--- src/rtl/inertial_ptch_src.sv ---
// Inertial pitch source: sequences SPI init/read of the IMU and fuses
// integrated pitch rate with an accel-derived correction into ptch.
module inertial_ptch_src #(
    parameter bit          fast_sim       = 1'b1,
    parameter logic [15:0] PTCH_RT_OFFSET = 16'h0050,
    parameter logic [15:0] AZ_OFFSET      = 16'h00A0
) (
    input  logic        clk,
    input  logic        rst_n,
    input  logic        INT,
    input  logic        done,
    input  logic [15:0] inert_data,
    output logic        wrt,
    output logic [15:0] cmd,
    output logic [15:0] ptch,
    output logic [15:0] ptch_rt,
    output logic        vld
);

    typedef enum logic [3:0] {
        INIT_WAIT, INIT1, INIT2, INIT3, INIT4,
        IDLE, RD_RL, RD_RH, RD_AL, RD_AH, UPDATE
    } state_t;

    localparam logic [15:0] TIMER_TC = fast_sim ? 16'd511 : 16'hFFFF;

    state_t             r_state;
    logic [15:0]        r_timer;
    logic               r_int_ff1;
    logic               r_int_ff2;
    logic               r_wrt;
    logic [15:0]        r_cmd;
    logic               r_vld;
    logic [26:0]        r_ptch_int;
    logic [15:0]        r_ptch_rt;
    logic [7:0]         r_rt_lo;
    logic [7:0]         r_rt_hi;
    logic [7:0]         r_az_lo;
    logic [7:0]         r_az_hi;

    logic [15:0]        w_rt_c;
    logic [15:0]        w_az_c;
    logic signed [25:0] w_az_ext;
    logic signed [25:0] w_prod;
    logic signed [15:0] w_acc;
    logic signed [15:0] w_ptch;
    logic [26:0]        w_fuse;
    logic [26:0]        w_ptch_int_nxt;
    logic               w_unused_hi;

    // Only the low byte of each SPI read carries data.
    assign w_unused_hi = ^inert_data[15:8];

    assign w_rt_c   = {r_rt_hi, r_rt_lo} - PTCH_RT_OFFSET;
    assign w_az_c   = {r_az_hi, r_az_lo} - AZ_OFFSET;
    assign w_az_ext = {{10{w_az_c[15]}}, w_az_c};
    assign w_prod   = w_az_ext * 26'sd327;
    assign w_acc    = {{3{w_prod[25]}}, w_prod[25:13]};
    assign w_ptch   = r_ptch_int[26:11];
    // Nudge the integrator toward the accel estimate by a fixed step.
    assign w_fuse   = (w_acc > w_ptch) ? 27'd1024 : (27'd0 - 27'd1024);
    assign w_ptch_int_nxt = r_ptch_int - {{11{w_rt_c[15]}}, w_rt_c} + w_fuse;

    always_ff @(posedge clk or negedge rst_n) begin
        if (!rst_n) begin
            r_int_ff1 <= 1'b0;
            r_int_ff2 <= 1'b0;
        end else begin
            r_int_ff1 <= INT;
            r_int_ff2 <= r_int_ff1;
        end
    end

    always_ff @(posedge clk or negedge rst_n) begin
        if (!rst_n) begin
            r_state    <= INIT_WAIT;
            r_timer    <= '0;
            r_wrt      <= 1'b0;
            r_cmd      <= '0;
            r_vld      <= 1'b0;
            r_ptch_int <= '0;
            r_ptch_rt  <= '0;
            r_rt_lo    <= '0;
            r_rt_hi    <= '0;
            r_az_lo    <= '0;
            r_az_hi    <= '0;
        end else begin
            r_wrt <= 1'b0;
            r_vld <= 1'b0;
            case (r_state)
                INIT_WAIT: begin
                    if (r_timer == TIMER_TC) begin
                        r_timer <= '0;
                        r_state <= INIT1;
                        r_wrt   <= 1'b1;
                        r_cmd   <= 16'h0D02;
                    end else begin
                        r_timer <= r_timer + 16'd1;
                    end
                end
                INIT1: if (done) begin
                    r_state <= INIT2;
                    r_wrt   <= 1'b1;
                    r_cmd   <= 16'h1053;
                end
                INIT2: if (done) begin
                    r_state <= INIT3;
                    r_wrt   <= 1'b1;
                    r_cmd   <= 16'h1150;
                end
                INIT3: if (done) begin
                    r_state <= INIT4;
                    r_wrt   <= 1'b1;
                    r_cmd   <= 16'h1460;
                end
                INIT4: if (done) r_state <= IDLE;
                IDLE: if (r_int_ff2) begin
                    r_state <= RD_RL;
                    r_wrt   <= 1'b1;
                    r_cmd   <= 16'hA200;
                end
                RD_RL: if (done) begin
                    r_rt_lo <= inert_data[7:0];
                    r_state <= RD_RH;
                    r_wrt   <= 1'b1;
                    r_cmd   <= 16'hA300;
                end
                RD_RH: if (done) begin
                    r_rt_hi <= inert_data[7:0];
                    r_state <= RD_AL;
                    r_wrt   <= 1'b1;
                    r_cmd   <= 16'hAC00;
                end
                RD_AL: if (done) begin
                    r_az_lo <= inert_data[7:0];
                    r_state <= RD_AH;
                    r_wrt   <= 1'b1;
                    r_cmd   <= 16'hAD00;
                end
                RD_AH: if (done) begin
                    r_az_hi <= inert_data[7:0];
                    r_state <= UPDATE;
                end
                UPDATE: begin
                    r_ptch_int <= w_ptch_int_nxt;
                    r_ptch_rt  <= w_rt_c;
                    r_vld      <= 1'b1;
                    r_state    <= IDLE;
                end
                default: r_state <= INIT_WAIT;
            endcase
        end
    end

    assign wrt     = r_wrt;
    assign cmd     = r_cmd;
    assign vld     = r_vld;
    assign ptch    = r_ptch_int[26:11];
    assign ptch_rt = r_ptch_rt;

endmodule

--- config.mk ---
export PLATFORM = sky130hd
export DESIGN_NAME = inertial_ptch_src
export DESIGN_NICKNAME = d
export VERILOG_FILES = /design/src/rtl/inertial_ptch_src.sv
export SDC_FILE = /design/constraint.sdc
export NUM_CORES = 1
export LEC_CHECK = 0
export CAP_MARGIN = 10
export CORE_MARGIN = 4
export CORE_UTILIZATION = 40
export CTS_BUF_LIST = sky130_fd_sc_hd__clkbuf_8
export CTS_CLUSTER_DIAMETER = 50
export DETAILED_ROUTE_END_ITERATION = 16
export PLACE_DENSITY = 0.55
export SETUP_SLACK_MARGIN = 0.15
export SYNTH_ARGS = -nofsm -noshare
export SYNTH_HDL_FRONTEND = slang
export SYNTH_SLANG_ARGS = --single-unit
--- constraint.sdc ---
create_clock -name clk -period 11.18 [get_ports clk]
set_clock_uncertainty 0.2 [all_clocks]
set_input_delay 2.236 -clock clk [delete_from_list [all_inputs] [get_ports clk]]
set_output_delay 2.236 -clock clk [all_outputs]
set_load 0.01 [all_outputs]
==> metrics.txt, run 1 <==
Final Hold Viols 0; first-pass GRT wire length 34.4 mm; DRC violations left 0; max-cap viol count 0; Slew Limit Fails 0; unique cell type count in the Yosys netlist 69; post-synthesis average cell area 9.52 um^2; vias ~6800; reg2reg setup slack 1030 ps; Rows 56; final critical-path share of the clock period 90.8%; CP peak stage delay 580 ps; fin crit period 10150 ps; CP Depth 37; Clk pin slew, worst setup/hold paths 120 ps; core area approximately 0.023 mm^2; drt pass-1 iters 4; Vias/cell 4.93; startpoint types flip-flop; share of post-route cells with drive strength above 1 7.42%; placed cell count 1354; Crit Path Class reg2reg; clk sinks around 110; grt ovf 0; fill count 2324; FF-to-FF Start r_az_lo[5]; die width 163 um; largest net degree at the start of global routing 81; placed wire-length estimate 16.1 mm; TritonCTS clock tree built; R2R cell count 37; Post-DRT Antenna Nets 0; Syn Inst Count about 1000; Worst-Skew Late Latency 390 ps; synthesized cell area 0.00955 mm^2; Top FF cell, synth dfrtp_1; Num CTS Buffers 9; Setup crit start r_az_lo[5]; top post-synthesis cells by area dfrtp_1, ha_1, fa_1, inv_1, nand2_1; critical path fanouts, max 9; initial antenna violation count 0; post-synthesis sequential area ratio 28.6%; Total Nets Final roughly 1300; EDFF count, synth 0; Crit path top cell by count ha_1; GRT Overall Usage approximately 16%; Area Growth Syn to Fin 11.3%; Synth area leader dfrtp_1; vias in the first global route 6824; CTS H-tree depth 3; HP Class reg2reg; drt initial violations roughly 360; die height around 160 um; asr flop ratio synth between 90% and 100%; CP Data Arrival Time 10180 ps; Worst Setup End Kind flip-flop; die area 0.0264 mm^2; routed length per instance 14.6 um; routed wire length about 20 mm; CP max-delay cell fa_1; FF+latch count, synth 109; Syn. warnings 0; Post-CTS Setup Bufs 0; RSZ-0062 raised after global routing no; relative slew slack 33.3%; root cell of the clock tree clkbuf_8; CTS Buffer Depth 2; crit path to r_ptch_int[22]; Core Util, Final 45.3%; Crit path buffers/inverters 2; fmax 98.5 MHz; kind of cell adding the most delay to the critical path adder cells; Slew @ Worst Pin 999 ps; Layout Cells excl Fill ~1400; Initial Util 40.7%; final setup vio count 0; Yosys top cell area share 28.6%; status finished, final reports clean; final antenna diode count 0; CP required between 10000 and 15000 ps; GPL Wtd Cong about 0.79; FF-to-FF End r_ptch_int[22]; Total Neg Setup Slack 0 ps; port buffer count 57; io pins 70
-- metal layers --
metal  routed length (um)  share of wire [%]  global-route usage (%)
met5                    0                  0                       0
met4                  150               0.75                    3.11
met3                  512                2.6                    2.30
met2                 9160                 46                    26.0
met1                10200                 51                    23.1
-- worst min path at each step --
stage,start,end,slack (ps),cells past startpoint
final,r_int_ff1,r_int_ff2,170,0
after global routing,r_int_ff1,r_int_ff2,200,0
after CTS,r_int_ff1,r_int_ff2,170,0
after detailed placement,r_int_ff1,r_int_ff2,140,0
after global placement,r_int_ff1,r_int_ff2,140,0
after floorplan,r_int_ff1,r_int_ff2,130,0
-- cells in the final DEF (no fill, tap or decap), drive strengths merged, types with 5 or more instances in the layout --
cell type,count
a21o,19
a211oi,6
and3,10
nor2b,8
a31oi,6
o21ai,68
clkdlybuf4s50,56
o21bai,7
nand4,6
mux2,28
buf,16
xnor2,45
nor2,41
xor2,26
nor4,6
nand2,105
dfrtp,109
o31ai,5
nand3,20
inv,138
ha,130
clkbuf,9
o21a,5
and2,5
or3,8
fa,57
nor3,15
a21oi,46
-- layout make-up --
class	count	area (um^2)	share of cell area (%)
repair buffers	72	681	6.40
inverters	135	510	4.80
flip-flops and latches	109	2730	25.7
clock inverters	7	95.1	0.895
clock buffers	9	124	1.17
multi-input cells	719	6090	57.3
well taps	319	399	3.75
-- cells in the mapped netlist, drive strengths merged, types with 3 or more instances --
library cell and number:
a211oi 6, dfrtp 109, nor2b 8, xnor2 45, nand3 20, a31oi 6, mux2 28, o31ai 5
nor2 41, o41ai 3, inv 134, xor2 26, clkbuf 19, and4 3, and2 5, o211ai 3
or3 8, buf 24, nand4 6, ha 130, nand2 105, mux2i 3, fa 57, nand2b 3
and3 10, nor3 15, o21a 5, nor4 6, a21oi 46, o21ai 68, o21bai 7, a21o 19
-- flip-flops by register name, summed over array words and instances (netlist names) --
name and cells:
r_ptch_int 27, ptch_rt 16, r_timer 16, cmd 10, r_az_hi 8, r_az_lo 8
r_rt_hi 8, r_rt_lo 8, r_state 4, r_int_ff1 1, r_int_ff2 1, vld 1
wrt 1
-- kinds of logic (layout without fill, tap and decap cells) --
kind of cell               Yosys count  after routing  share of synthesized area [%]
xor gates and xnor gates            72             72                           6.84
AOI/OAI and AO/OA                  187            187                           12.3
muxes                               31             31                           3.62
other                                1              4                         0.0393
DFF                                109            109                           28.6
and+or+nand+nor                    238            238                           11.8
buffers and inverters              178            223                           7.87
adders and majority gates          187            187                           29.0
-- worst reg2reg max path, delay by kind of cell (launching register included) --
kind	cells	cell delay, ps
flops	1	390
simple gates	9	1850
fa+ha+maj	10	3970
xor+xnor	3	630
compound gates	13	2470
buf+inv	2	510
-- timing repair --
item	CTS	global route
endpoints found under the setup margin	0	1
resized for setup	0	2
hold buffers	0	0
-- through the flow --
stage | setup WS, ps | cell area (um^2) | hold WS, ps
floorplan | 1560 | 9560 | 131
global placement | 812 | 10400 | 138
detailed placement | 775 | 10400 | 139
CTS | 694 | 10600 | 169
global route | 257 | 10600 | 196
finish | 1030 | 10600 | 166
Power of run 1 is not shown: default switching activity piles up to over one toggle a cycle in this logic, so the estimate is an artifact.
==> run 2: changes to the inputs <==
GPL_TIMING_DRIVEN = 1   (was not set)
TNS_END_PERCENT = 30   (was not set)
==> results of run 2 <==
Same layout as run 1: the final DEF is identical, and so are final timing and power.
Power of run 2 is left out for the same reason.
